## src/rtl/pipeline_pkg.sv

```systemverilog
// pipeline_pkg: shared fetch FSM states, IF/ID payload and pipeline constants
package pipeline_pkg;
  localparam int XLEN = 32;
  localparam logic [XLEN-1:0] RESET_PC = 32'h0000_0000;
  localparam logic [XLEN-1:0] NOP_INST = 32'h0000_0013;
  typedef enum logic [1:0] {S_REQ, S_WAIT, S_HOLD, S_KILL} fetch_state_t;
  typedef struct packed {
    logic [XLEN-1:0] pc;
    logic [XLEN-1:0] inst;
    logic            valid;
  } if_id_t;
endpackage

```

## src/rtl/if_id_reg.sv

```systemverilog
// if_id_reg: IF/ID pipeline register with bubble (priority), load and hold
module if_id_reg #(
  parameter logic [pipeline_pkg::XLEN-1:0] NOP_INST = pipeline_pkg::NOP_INST
) (
  input  logic                 clk,
  input  logic                 rst_n,
  input  logic                 load_i,
  input  logic                 bubble_i,
  input  pipeline_pkg::if_id_t d_i,
  output pipeline_pkg::if_id_t q_o
);
  import pipeline_pkg::*;
  if_id_t q_q;
  // bubble keeps the supplied pc but forces a NOP and clears valid; otherwise load or hold
  always_ff @(posedge clk or negedge rst_n)
    if (!rst_n) q_q <= '{pc: '0, inst: NOP_INST, valid: 1'b0};
    else if (bubble_i) q_q <= '{pc: d_i.pc, inst: NOP_INST, valid: 1'b0};
    else if (load_i) q_q <= d_i;
  assign q_o = q_q;
endmodule

```

## src/rtl/stage_if_fetch.sv

```systemverilog
// stage_if_fetch: PC, single-outstanding icache fetch FSM and fetch buffer feeding IF/ID
module stage_if_fetch #(
  parameter int                XLEN     = pipeline_pkg::XLEN,
  parameter logic [XLEN-1:0]   RESET_PC = pipeline_pkg::RESET_PC,
  parameter logic [XLEN-1:0]   NOP_INST = pipeline_pkg::NOP_INST
) (
  input  logic            clk,
  input  logic            rst,
  input  logic            IF_ID_Write,
  input  logic            PC_Write,
  input  logic            dcache_stall,
  input  logic            redirect_valid,
  input  logic [XLEN-1:0] redirect_pc,
  output logic            icache_req_valid,
  output logic [XLEN-1:0] icache_req_addr,
  input  logic            icache_req_ready,
  input  logic            icache_resp_valid,
  input  logic [XLEN-1:0] icache_resp_data,
  output logic [XLEN-1:0] pc_out,
  output logic [XLEN-1:0] inst,
  output logic            inst_valid,
  output logic            icache_stall
);
  import pipeline_pkg::*;
  fetch_state_t    state_q, state_d;
  logic [XLEN-1:0] pc_q, pc_d, fb_inst_q, fb_inst_d, fb_pc_q, fb_pc_d;
  logic            advance, has_inst, ld, bub, cap;
  if_id_t          ifid_d, ifid_q;
  // an instruction is available from the live response in S_WAIT or from the buffer in S_HOLD;
  // a redirect flushes IF/ID regardless of stalls and realigns the PC
  always_comb begin
    advance      = IF_ID_Write & PC_Write & ~dcache_stall;
    has_inst     = (state_q == S_WAIT & icache_resp_valid) | state_q == S_HOLD;
    ld           = ~redirect_valid & advance & has_inst;
    bub          = redirect_valid | (advance & ~has_inst);
    cap          = ~redirect_valid & ~advance & state_q == S_WAIT & icache_resp_valid;
    icache_stall = advance & ~redirect_valid & ~has_inst;
    ifid_d.pc    = redirect_valid ? redirect_pc : state_q == S_HOLD ? fb_pc_q : pc_q;
    ifid_d.inst  = state_q == S_HOLD ? fb_inst_q : icache_resp_data;
    ifid_d.valid = 1'b1;
    pc_d         = redirect_valid ? {redirect_pc[XLEN-1:2], 2'b00} : ld ? pc_q + XLEN'(4) : pc_q;
    fb_inst_d    = redirect_valid ? '0 : cap ? icache_resp_data : fb_inst_q;
    fb_pc_d      = redirect_valid ? '0 : cap ? pc_q : fb_pc_q;
    state_d      = state_q;
    case (state_q)
      S_REQ:   state_d = icache_req_ready ? (redirect_valid ? S_KILL : S_WAIT) : S_REQ;
      S_WAIT:  state_d = icache_resp_valid ? (redirect_valid | advance ? S_REQ : S_HOLD)
                                           : (redirect_valid ? S_KILL : S_WAIT);
      S_HOLD:  state_d = redirect_valid | advance ? S_REQ : S_HOLD;
      S_KILL:  state_d = icache_resp_valid ? S_REQ : S_KILL;
      default: state_d = S_REQ;
    endcase
  end
  // fetch FSM, PC and fetch buffer state
  always_ff @(posedge clk or negedge rst)
    if (!rst) begin
      state_q   <= S_REQ;
      pc_q      <= RESET_PC;
      fb_inst_q <= '0;
      fb_pc_q   <= '0;
    end else begin
      state_q   <= state_d;
      pc_q      <= pc_d;
      fb_inst_q <= fb_inst_d;
      fb_pc_q   <= fb_pc_d;
    end
  if_id_reg #(.NOP_INST(NOP_INST)) u_if_id (
    .clk      (clk),
    .rst_n    (rst),
    .load_i   (ld),
    .bubble_i (bub),
    .d_i      (ifid_d),
    .q_o      (ifid_q)
  );
  assign icache_req_valid = state_q == S_REQ;
  assign icache_req_addr  = pc_q;
  assign pc_out           = ifid_q.pc;
  assign inst             = ifid_q.inst;
  assign inst_valid       = ifid_q.valid;
endmodule
```

## config.mk

```make
export PLATFORM = sky130hd
export DESIGN_NAME = stage_if_fetch
export DESIGN_NICKNAME = d
export VERILOG_FILES = /design/src/rtl/pipeline_pkg.sv /design/src/rtl/if_id_reg.sv /design/src/rtl/stage_if_fetch.sv
export SDC_FILE = /design/constraint.sdc
export NUM_CORES = 1
export LEC_CHECK = 0
export ABC_CLOCK_PERIOD_IN_PS = 3700
export CORE_MARGIN = 10
export CORE_UTILIZATION = 57
export CTS_BUF_LIST = sky130_fd_sc_hd__clkbuf_8
export DETAILED_ROUTE_END_ITERATION = 7
export PLACE_DENSITY = 0.89
export SLEW_MARGIN = 10
export SYNTH_ARGS = -nofsm -noshare
export SYNTH_HDL_FRONTEND = slang
export SYNTH_SLANG_ARGS = --single-unit
export TNS_END_PERCENT = 20
```

## constraint.sdc

```tcl
create_clock -name clk -period 3.7 [get_ports clk]
set_input_delay 0.74 -clock clk [delete_from_list [all_inputs] [get_ports clk]]
set_output_delay 0.74 -clock clk [all_outputs]
set_load 0.005 [all_outputs]
```

==> flow_summary_export.csv <==
group,metric,value,unit
clocking,insertion_delay,0.45,ns
die,ios,171,
place,place.gp.congestion,0.874,
critical_path,criticalPathCategory,"input pin to output port",
final_layout,antenna_cells,0,
detailed_routing,via_per_inst,5.80,
clocking,cts.htree.levels,4,
synthesis,synth.largest_area_cell,"dfrtp_1",
timing,setup_viol,0,
synthesis,synth_cells,880,
synthesis,ys_ff_latch,160,
synthesis,yosys.area.top_type_share,0.503,
synthesis,ys_types,50,
synthesis,synth_ff_type,"dfrtp_1",
timing,hold_viol,0,
clocking,cts_root_buf,"clkbuf_8",
synthesis,seq_area_frac_synth,0.513,
clocking,ctsHoldBuffers,0,
global_routing,antenna_found_initial,0,
clocking,clockBufferDepth,2,
final_layout,syn_to_final_growth,27.5,%
timing,setup_tns,0,ns
die,dieArea,18800,sq um
power_and_ir_drop,p_per_area,425,nW/um^2
detailed_routing,post_drt_wl_per_cell,18.3,microns
synthesis,syn_area_per_cell,8.87,sq um
die,start_util,0.585,
final_layout,nets,1088,
clocking,clkTransAtPathRegs,0.08,ns
status,status,"complete, no violations",
clocking,cts_tree,"yes",
synthesis,synth_area,7800,sq um
synthesis,yosysMostFrequentCell,"nand2_1",
global_routing,grt_pass1_wl,35200,microns
power_and_ir_drop,max-vdd-ir-drop,0.256,mV
global_routing,first_global_vias,6707,
worst_hold_path,hp-class,"input pin to asynchronous set/reset pin",
timing,finClkSkew,0.0102,ns
place,io_buffer_count,168,
timing,worst_pin_slew,0.874,ns
timing,layout_setup_ws,0.752,ns
place,place_ws,0.764,ns
timing,rsz0062_at_grt,"no",
detailed_routing,num_vias,6973,
timing,timing.fmax,339,MHz
detailed_routing,dr.pass1.iters,5,
global_routing,grtUsageTotal,0.233,
detailed_routing,drc,0,
timing,layout_min_cycle_time,2.95,ns
critical_path,critPathLaunchType,"input pin",
timing,post-route-period-util,0.797,
final_layout,layout-drive-gt1-share,0.0585,
timing,maxSlewViolCount,0,
clocking,numCtsBuffers,17,
clocking,cts_sinks,160,
synthesis,synth_enable_flop_cells,0,
detailed_routing,drt-total-wl,22000,microns
timing,maxSlewHeadroom,0.415,
critical_path,worstSetupEndpointType,"output port",
timing,hold_ws,0.185,ns
synthesis,synthTopCellsByCount,"nand2_1 (208), dfrtp_1 (157), o21ai_0 (143)",
global_routing,overflow,0,
power_and_ir_drop,total_power,4.23,mW
clocking,post-cts-setup-buffers,0,
die,rows,42,
die,die-width,137,microns
global_routing,grt_max_degree,83,
synthesis,synth.area.top_cells,"dfrtp_1 (50%), nand2_1 (10%), o21ai_0 (9.2%)",
die,design.core.area,13300,sq um
final_layout,final_util,0.745,
detailed_routing,ant_nets,0,
detailed_routing,drtIter0Drc,665,
clocking,cts_resized,0,
run,maxCapViolCount,0,
critical_path,cp.required,2.96,ns
power_and_ir_drop,power.leakage,4.28,nW
critical_path,cp_max_fo,6,
die,fp.dieH,137,microns
critical_path,crit_arrival,2.21,ns
synthesis,yosysWarnings,0,
synthesis,synth-async-reset-ratio,1.00,
place,dp_hpwl,14800,microns
-- cell type report --
class	count	area (sq um)
clock inverters	8	88.8
clock buffers	22	303
fillers	977	3400
well taps	176	220
inverters	8	30.0
flip-flops and latches	160	4010
multi-input cells	647	3510
repair buffers	181	1790
-- per-stage QoR --
step,area (sq um),std cells
2_1_floorplan,7810,881
6_report,9950,1202
4_1_cts,9950,1202
3_5_place_dp,9560,1172
5_1_grt,9950,1202
3_3_place_gp,9560,1172
-- critical path, cell delays in order --
cell             delay [ns]
clkdlybuf4s50_1        0.50
nand3b_4               0.17
nand2_1                0.07
nor3_1                 0.13
clkdlybuf4s50_1        0.60
-- kinds of logic (layout without fill, tap and decap cells) --
group           Yosys count  in the layout  share of synthesized area
simple gates            366            366                      0.232
compound gates          236            236                      0.160
flops                   160            160                      0.513
buf+inv                  74            219                     0.0399
mux                      33             33                     0.0425
xor+xnor                  9              9                     0.0101
fa+ha+maj                 1              1                    0.00160
other cells               1              2                   0.000480
-- path summary, 6_finish.rpt --
path	from	endpoint	slack, ns	depth (start not counted)
max in group asynchronous	rst	u_if_id.q_o[53]	2.64	2
worst min-delay path	rst	fb_inst_q[20]	0.19	1
worst max-delay path	icache_resp_valid	icache_stall	0.75	5
worst min register to register	u_if_id.q_o[4]	u_if_id.q_o[4]	0.48	2
worst max register to register	icache_req_addr[2]	icache_req_addr[26]	1.39	6
min in group clk	u_if_id.q_o[4]	u_if_id.q_o[4]	0.48	2
-- state kept, by name, indices dropped and copies added (netlist names) --
register / count
fb_inst_q: 32
fb_pc_q: 31
icache_req_addr: 30
state_q: 2
u_if_id.q_o: 65
-- report_power, final --
| group | internal, mW | switching (mW) | leakage [nW] |
|---|---|---|---|
| Combinational | 0.418 | 0.471 | 1.97 |
| Clock | 0.674 | 0.624 | 0.210 |
| Sequential | 1.89 | 0.147 | 2.10 |
-- metal layers --
layer  share of wire  vias to the layer above  track usage
met5               0                        -            0
met1            0.41                     3394        0.303
li1                -                     3261            -
met2            0.48                      268        0.367
met3           0.070                       50       0.0517
met4           0.034                        0        0.101
-- cell usage in the layout, fill, tap and decap left out, drive strengths merged, types with 3 or more instances in the layout --
cell / count
nor2: 15
mux2i: 32
nor2b: 7
nand4: 11
a31oi: 4
buf: 15
o311ai: 5
dfstp: 3
o211ai: 8
nand2b: 65
inv: 11
clkbuf: 22
dfrtp: 157
nor4: 4
xor2: 7
nor3: 9
a21oi: 68
or3: 7
nand3b: 5
clkdlybuf4s50: 166
and4: 8
nand2: 208
nand3: 16
o21ai: 144
and3: 5
No activity file was read; power rests on OpenSTA's default activity.
